[src/rtl/fdtd_e_update.sv]
// 1-D FDTD electric-field update sequencer: reads H[i-1], H[i] and E[i], and
// writes E[i] back through a one-stage pipeline. Cell 0 is the fixed boundary.
module fdtd_e_update #(
  parameter int FDTD_DATA_WIDTH   = 32,
  parameter int BUFFER_ADDR_WIDTH = 6,
  parameter int FRAC_BITS         = 16
) (
  input  logic                         CLK,
  input  logic                         RST_N,
  input  logic                         start,
  input  logic [BUFFER_ADDR_WIDTH-1:0] last_idx,
  input  logic [FDTD_DATA_WIDTH-1:0]   coef,
  output logic                         busy,
  output logic                         done,
  output logic                         e_en,
  output logic                         e_wren,
  output logic [BUFFER_ADDR_WIDTH-1:0] e_addr_a,
  output logic [FDTD_DATA_WIDTH-1:0]   e_din,
  output logic                         e_rden,
  output logic [BUFFER_ADDR_WIDTH-1:0] e_addr_b,
  input  logic [FDTD_DATA_WIDTH-1:0]   e_dout,
  output logic                         h_rden,
  output logic [BUFFER_ADDR_WIDTH-1:0] h_addr,
  input  logic [FDTD_DATA_WIDTH-1:0]   h_dout
);

  // state  | meaning
  // IDLE   | waiting for start
  // PRIME  | fetch H[0] into h_prev
  // RUN    | read E[idx]/H[idx], stage-1 capture, write of idx-1
  // DRAIN  | final write of last_idx
  // DONE   | one-cycle done pulse

  localparam int W = FDTD_DATA_WIDTH;
  localparam int A = BUFFER_ADDR_WIDTH;
  localparam logic [A-1:0] ADDR_ONE = A'(1);

  typedef enum logic [2:0] {
    ST_IDLE,
    ST_PRIME,
    ST_RUN,
    ST_DRAIN,
    ST_DONE
  } state_t;

  state_t              state_q;
  logic [A-1:0]        idx_q;
  logic [A-1:0]        last_q;
  logic [A-1:0]        rd_addr_q;
  logic signed [W-1:0] coef_q;
  logic [W-1:0]        h_prev_q;
  logic                s1_valid_q;
  logic [A-1:0]        s1_addr_q;
  logic signed [W-1:0] s1_e_q;
  logic signed [W:0]   s1_diff_q;
  logic                busy_q;
  logic                done_q;
  logic                e_rden_q;
  logic                h_rden_q;

  always_ff @(posedge CLK or negedge RST_N) begin
    if (!RST_N) begin
      state_q    <= ST_IDLE;
      idx_q      <= '0;
      last_q     <= '0;
      rd_addr_q  <= '0;
      coef_q     <= '0;
      h_prev_q   <= '0;
      s1_valid_q <= 1'b0;
      s1_addr_q  <= '0;
      s1_e_q     <= '0;
      s1_diff_q  <= '0;
      busy_q     <= 1'b0;
      done_q     <= 1'b0;
      e_rden_q   <= 1'b0;
      h_rden_q   <= 1'b0;
    end else begin
      s1_valid_q <= 1'b0;
      case (state_q)
        ST_IDLE: begin
          if (start) begin
            if (last_idx == '0) begin
              state_q <= ST_DONE;
              done_q  <= 1'b1;
            end else begin
              last_q    <= last_idx;
              coef_q    <= coef;
              state_q   <= ST_PRIME;
              busy_q    <= 1'b1;
              h_rden_q  <= 1'b1;
              rd_addr_q <= '0;
            end
          end
        end
        ST_PRIME: begin
          h_prev_q  <= h_dout;
          idx_q     <= ADDR_ONE;
          rd_addr_q <= ADDR_ONE;
          e_rden_q  <= 1'b1;
          state_q   <= ST_RUN;
        end
        ST_RUN: begin
          s1_valid_q <= 1'b1;
          s1_addr_q  <= idx_q;
          s1_e_q     <= e_dout;
          s1_diff_q  <= {h_prev_q[W-1], h_prev_q} - {h_dout[W-1], h_dout};
          h_prev_q   <= h_dout;
          // Equality stop keeps idx from wrapping when last_idx is all ones.
          if (idx_q == last_q) begin
            state_q   <= ST_DRAIN;
            e_rden_q  <= 1'b0;
            h_rden_q  <= 1'b0;
            rd_addr_q <= '0;
          end else begin
            idx_q     <= idx_q + ADDR_ONE;
            rd_addr_q <= idx_q + ADDR_ONE;
          end
        end
        ST_DRAIN: begin
          state_q <= ST_DONE;
          busy_q  <= 1'b0;
          done_q  <= 1'b1;
        end
        ST_DONE: begin
          state_q <= ST_IDLE;
          done_q  <= 1'b0;
        end
        default: begin
          state_q  <= ST_IDLE;
          busy_q   <= 1'b0;
          done_q   <= 1'b0;
          e_rden_q <= 1'b0;
          h_rden_q <= 1'b0;
        end
      endcase
    end
  end

  // Full-precision product and sum; saturation happens only at the very end.
  logic signed [2*W:0]   prod;
  logic signed [2*W:0]   shifted;
  logic signed [2*W+1:0] sum;
  logic                  ovf;

  assign prod    = (2*W+1)'(coef_q) * (2*W+1)'(s1_diff_q);
  assign shifted = prod >>> FRAC_BITS;
  assign sum     = (2*W+2)'(s1_e_q) + (2*W+2)'(shifted);
  assign ovf     = !((&sum[2*W+1:W-1]) || !(|sum[2*W+1:W-1]));

  assign e_din    = ovf ? {sum[2*W+1], {(W-1){~sum[2*W+1]}}} : sum[W-1:0];
  assign e_wren   = s1_valid_q;
  assign e_en     = s1_valid_q;
  assign e_addr_a = s1_addr_q;
  assign e_rden   = e_rden_q;
  assign e_addr_b = rd_addr_q;
  assign h_rden   = h_rden_q;
  assign h_addr   = rd_addr_q;
  assign busy     = busy_q;
  assign done     = done_q;

endmodule

[config.mk]
export PLATFORM = sky130hd
export DESIGN_NAME = fdtd_e_update
export DESIGN_NICKNAME = d
export VERILOG_FILES = /design/src/rtl/fdtd_e_update.sv
export SDC_FILE = /design/constraint.sdc
export NUM_CORES = 2
export LEC_CHECK = 0
export BUFFER_PORTS_ARGS = -buffer_cell sky130_fd_sc_hd__clkbuf_2
export CORE_MARGIN = 4
export CORE_UTILIZATION = 55
export CTS_BUF_LIST = sky130_fd_sc_hd__clkbuf_16
export CTS_CLUSTER_DIAMETER = 30
export DETAILED_ROUTE_END_ITERATION = 10
export PLACE_DENSITY = 0.73
export RECOVER_POWER = 25
export SLEW_MARGIN = 20
export SYNTH_ARGS = -nofsm -noshare
export SYNTH_HDL_FRONTEND = slang
export SYNTH_SLANG_ARGS = --single-unit
[constraint.sdc]
create_clock -name CLK -period 16.7 [get_ports CLK]
set_input_delay 4.175 -clock CLK [delete_from_list [all_inputs] [get_ports CLK]]
set_output_delay 4.175 -clock CLK [all_outputs]
set_load 0.02 [all_outputs]
======== Yosys cells after proc, flatten, opt, wreduce, memory -nomap -nowiden ========
Cells that the tools add are included.
word-level totals
  flip-flop bits (word level) ............. 161
  input port bits ......................... 105
  output and inout bits ................... 56
  word-level logic and storage cells ...... 75
operators by class
  add/subtract/negate cells ............... 3
  $mul .................................... 1
  equality and inequality tests ........... 10
  multiplexer cells ....................... 21
  bitwise logic cells ..................... 6
  reductions and logical operators ........ 20
operators by type and width
  kind                   count
  $mul A32 B33 Y65       1
  $add A32 B49 Y50       1
  $reduce_and A35 Y1     1
  $reduce_or A35 Y1      1
  $sub A32 B32 Y33       1
  $mux W32               1
  $mux W6                4
  $pmux W6 S3            1
  $pmux W3 S4            1
  $pmux W6 S2            1
  $reduce_and A3 Y1      4
  $ne A2 B2 Y1 const B   5
  $mux W3                3
  $pmux W1 S3            3
  $reduce_or A3 Y1       3
  $add A6 B1 Y6 const B  1
  $eq A3 B2 Y1 const B   2
  $eq A6 B6 Y1           1
  $logic_not A6 Y1       1
  $mux W1                6
  $not A1 Y1             6
  $reduce_and A2 Y1      3
  $reduce_and A4 Y1      1
  $eq A3 B1 Y1 const B   1
  other kinds (8)        8

======== Depth between registers and ports, before layout ========
  depth after elaboration ................. 6
  gate-level depth with buffers ........... 43
  gate-level depth less buffers ........... 41

======== Worst setup path after synthesis ========
OpenSTA, ideal clock, no wires.
  path type ............................... reg-to-output
  start point ............................. reg s1_diff_q[32]
  end point ............................... out e_din[0]
  arrival ................................. 10243 ps
  required time ........................... 12525 ps
  setup slack ............................. 2282 ps
  cell stages (with the launch flop) ...... 36
  path buffers ............................ 2
  cell sequence ........................... dfrtp_1 clkbuf_1 nand2_1 inv_1 fa_1 fa_1 fa_1 fa_1 inv_1 fa_1 inv_1 fa_1 fa_1 fa_1 ha_1 a21oi_1 o21ai_0 a21o_1 a211oi_1 nor2b_1 o21ai_0 nor2b_1 xnor2_1 ha_1 nand3_1 nor2_1 nand3_1 or4_1 o21ai_1 a21bo_1 xor2_1 or3_1 nor4_4 a41oi_2 buf_6 a21o_1
on the way
  longest elaborated chain between the ends .. 6
  elaborated cells between the ends (all ways) .. 8
  classes of those cells .................. add/sub: 1; mul: 1; mux: 1; bitwise: 1; reduce/logical: 4
RTL lines
  element                 line  text
  start, declared         55    logic signed [W:0] s1_diff_q;
  start signal, assigned  106   s1_diff_q <= {h_prev_q[W-1], h_prev_q} - {h_dout[W-1], h_dout};
  $mul A32 B33 Y65 (*)    145   assign prod = (2*W+1)'(coef_q) * (2*W+1)'(s1_diff_q);
  $add A32 B49 Y50 (*)    147   assign sum = (2*W+2)'(s1_e_q) + (2*W+2)'(shifted);
  $reduce_or A35 Y1       148   assign ovf = !((&sum[2*W+1:W-1]) || !(|sum[2*W+1:W-1]));
  $logic_not A1 Y1        148
  $logic_or A1 B1 Y1      148
  $mux W32 (*)            150   assign e_din = ovf ? {sum[2*W+1], {(W-1){~sum[2*W+1]}}} : sum[W-1:0];
  end, declared           18    output logic [FDTD_DATA_WIDTH-1:0] e_din,
Every way passes the cells marked *; elsewhere a longest branch is shown, timed or not.

======== Final worst setup path ========
  start point ............................. reg coef_q[3]
  end point ............................... out e_din[9]
on the way
  longest elaborated chain between the ends .. 6
  elaborated cells between the ends (all ways) .. 8
  classes of those cells .................. add/sub: 1; mul: 1; mux: 1; bitwise: 1; reduce/logical: 4
RTL lines
  element                 line  text
  start, declared         50    logic signed [W-1:0] coef_q;
  start signal, assigned  87    coef_q <= coef;
  $mul A32 B33 Y65 (*)    145
  $add A32 B49 Y50 (*)    147
  $reduce_or A35 Y1       148
  $logic_not A1 Y1        148
  $logic_or A1 B1 Y1      148
  $mux W32 (*)            150
Marks and branches as above.

==> qor.txt <==
status -> finished, violations left
failing checks -> max-capacitance violations, max-slew violations
Register Area -> 0.004079 sq mm
hold path depth -> 2
clock sinks -> 161
hold_sp -> s1_diff_q[12]
reg2reg start -> h_prev_q[0]
WHS Endpoint -> s1_diff_q[12]
Slew @ Worst Pin -> 5507 ps
Die Width -> 299.2 microns
routed vias -> 34438
Initial DRC Count -> 2617
Final #Nets -> 6487
Area Overhead vs Synth -> 5.906%
Hold-fix buffers, CTS -> 0
area leader, netlist -> fa_1
area share of the largest cell type after synthesis -> 0.4778
ANT nets after route -> 0
# fillers -> 7226
R2R Setup Slk -> 12610 ps
largest net degree at the start of global routing -> 97
met3 Use GR -> 0.05483
DRT Pass-1 Iters -> 6
worst r2r path cells -> 15
final hold vios -> 0
CP peak stage delay -> 770 ps
Period minus WS final -> 16130 ps
crit end category -> output pin
Most common cell on crit path -> fa_1
Post-Syn Area -> 0.04663 sq mm
latest clock arrival within the worst-skew pair -> 470 ps
crit path launch type -> flip-flop
Max Slew Vio Count -> 213
area occupied by multi-input gates -> 0.03787 sq mm
Clock Skew -> 21.14 ps
post-DP HPWL -> 106000 microns
Reg2Reg Capture Point -> s1_diff_q[30]
CP required -> 12520 ps
M2 GR Usage -> 0.4926
grt peak-use layer -> met2
I/O Pins -> 161
met1 Use GR -> 0.3791
WL/cell -> 20.78 microns
# rows -> 106
Seq cells post-synth -> 161
vias in the first global route -> 37800
Ys Warns -> 0
crit share post-route -> 0.9661
clock-pin slew on the worst setup and hold paths -> 70 ps
CP Max Fanout -> 24
fraction of layout cells with a size suffix above 1 -> 0.07895
FFs w/ async S/R, synth -> 1.000
average size of a mapped cell -> 9.388 sq um
GP Congestion -> 0.9550
Rel. slew slack -> -2.671
register area share after synthesis -> 0.08640
# H-tree levels -> 4
CTS tree -> yes
post-synth net total -> 6451
Die Span Y -> 299.2 microns
initial antenna violation count -> 2
final setup fails -> 0
first-pass GRT wire length -> 207700 microns
Setup CP Type -> flip-flop to output pin
Syn Inst Count -> 4967
TritonCTS buffer count -> 17
GRT overflow -> 0
HP Class -> flip-flop to flip-flop
Max Freq -> 61.98 MHz
Slowest cell on crit path -> fa_1
Root Buffer -> clkbuf_16
Die ar. -> 0.08950 sq mm
Setup TNS -> 0 ps
count of different cell masters after synthesis -> 78
number of synthesized flops with an enable pin -> 0
DRC Markers -> 0
Core Region -> 0.08382 sq mm
Synth area leaders -> fa_1, dfrtp_1, inv_1, ha_1, and2_1
max cap viols -> 4
GRT Util Overall -> 0.2975
DR vias/cell -> 5.597
Clock Tree Buf Depth -> 2
drt total wl -> 127900 microns
Post-synth top flop -> dfrtp_1
CP arrival -> 11960 ps
port bufs -> 160
Starting Density -> 0.5563
==> metal layers <==
layer | wire (microns) | up-vias
li1 | - | 14841
met1 | 48080 | 17696
met2 | 62080 | 1475
met3 | 9888 | 424
met4 | 7830 | 2
met5 | 11 | -
==> cell type report <==
class | count | area share
Antenna cell | 3 | 0.0001520
Clock buffer | 17 | 0.008615
Tap cell | 1134 | 0.02873
Sequential cell | 161 | 0.08260
Inverter | 1015 | 0.07723
Clock inverter | 15 | 0.003902
Multi-Input combinational cell | 3544 | 0.7669
Timing Repair Buffer | 264 | 0.03185
==> critical path: cells and delay by family, from the launching register on <==
kind            cells  cell delay (ps)
compound gates     12             2420
xor+xnor            2              170
fa+ha+maj          10             4970
buf+inv             6             1040
flops               1              720
simple gates        9             2170
==> timing repair <==
item	CTS	global route
hold endpoints to repair	0	0
resized for setup	0	48
setup buffers	0	5
endpoints found under the setup margin	0	31
==> cells in the mapped netlist, drive strengths merged, types with 3 or more instances <==
cell and number:
o21ai 107, a211o 5, clkbuf 232, and4 5, nor3 20, a21oi 93
a22oi 4, o221ai 6, o22ai 3, or2 4, or4 3, nor2b 17
fa 1113, a31o 3, a31oi 18, nand3b 3, o21bai 8, inv 1014
a211oi 17, nor4 6, a41oi 5, dfrtp 161, ha 266, xor2 52
nand2b 34, or3 8, o21a 14, nand3 22, and3 20, xnor2 89
o31ai 9, nand4 18, nor2 102, buf 15, nand2 784, and2 479
o2111ai 3, a21o 95, o211ai 9, mux2 67, a21boi 6
==> sequential cells by signal (all words and copies together), names as in the netlist, 3 cells and up <==
name,flops
state_q,3
s1_diff_q,33
e_addr_a,6
e_addr_b,6
last_q,6
h_prev_q,32
s1_e_q,32
idx_q,6
coef_q,32
==> placed cells by master (no fill, tap or decap), drive strengths merged, types with 14 or more instances in the layout <==
master  synthesis  routed
nand3          22      22
buf            15     101
o21ai         107     107
a31oi          18      18
fa           1113    1113
nand4          18      18
inv          1014    1019
ha            266     266
clkbuf        232     180
nand2         784     784
o21a           14      14
nor2          102     102
xor2           52      52
nor2b          17      17
nand2b         34      34
and2          479     479
dfrtp         161     161
nor3           20      20
a21oi          93      93
a211oi         17      17
and3           20      20
mux2           67      67
xnor2          89      89
a21o           95      95
==> through the flow <==
stage | std cells | setup slack [ps] | instance area [sq um] | utilization | hold WS (ps)
after global routing | 6150 | -48.57 | 49370 | 0.5891 | 511.1
final | 6153 | 566.0 | 49380 | 0.5891 | 484.2
after global placement | 6113 | 674.1 | 48680 | 0.5807 | 459.2
after CTS | 6145 | 15.30 | 49290 | 0.5881 | 488.4
after floorplan | 4967 | 2282 | 46630 | - | 452.3
after detailed placement | 6113 | 594.0 | 48680 | 0.5807 | 470.7
==> kinds of logic after synthesis <==
group           Yosys count  synth area share
compound gates          425           0.06011
fa+ha+maj              1379            0.5492
buf+inv                1262            0.1027
mux                      68           0.01640
flops                   161           0.08640
simple gates           1531            0.1586
xor+xnor                141           0.02648
==> worst max-delay path by stage <==
| stage | endpoint | slack (ps) | startpoint |
|---|---|---|---|
| 2_1_floorplan | e_din[0] | 2280 | s1_diff_q[32] |
| 3_3_place_gp | e_din[9] | 670 | coef_q[9] |
| 3_5_place_dp | e_din[9] | 590 | coef_q[9] |
| 4_1_cts | e_din[9] | 20 | coef_q[9] |
| 5_1_grt | e_din[9] | -50 | s1_diff_q[32] |
| 6_report | e_din[9] | 570 | coef_q[3] |
Power is not shown: default switching activity piles up to over one toggle a cycle in this logic, so the estimate is an artifact.
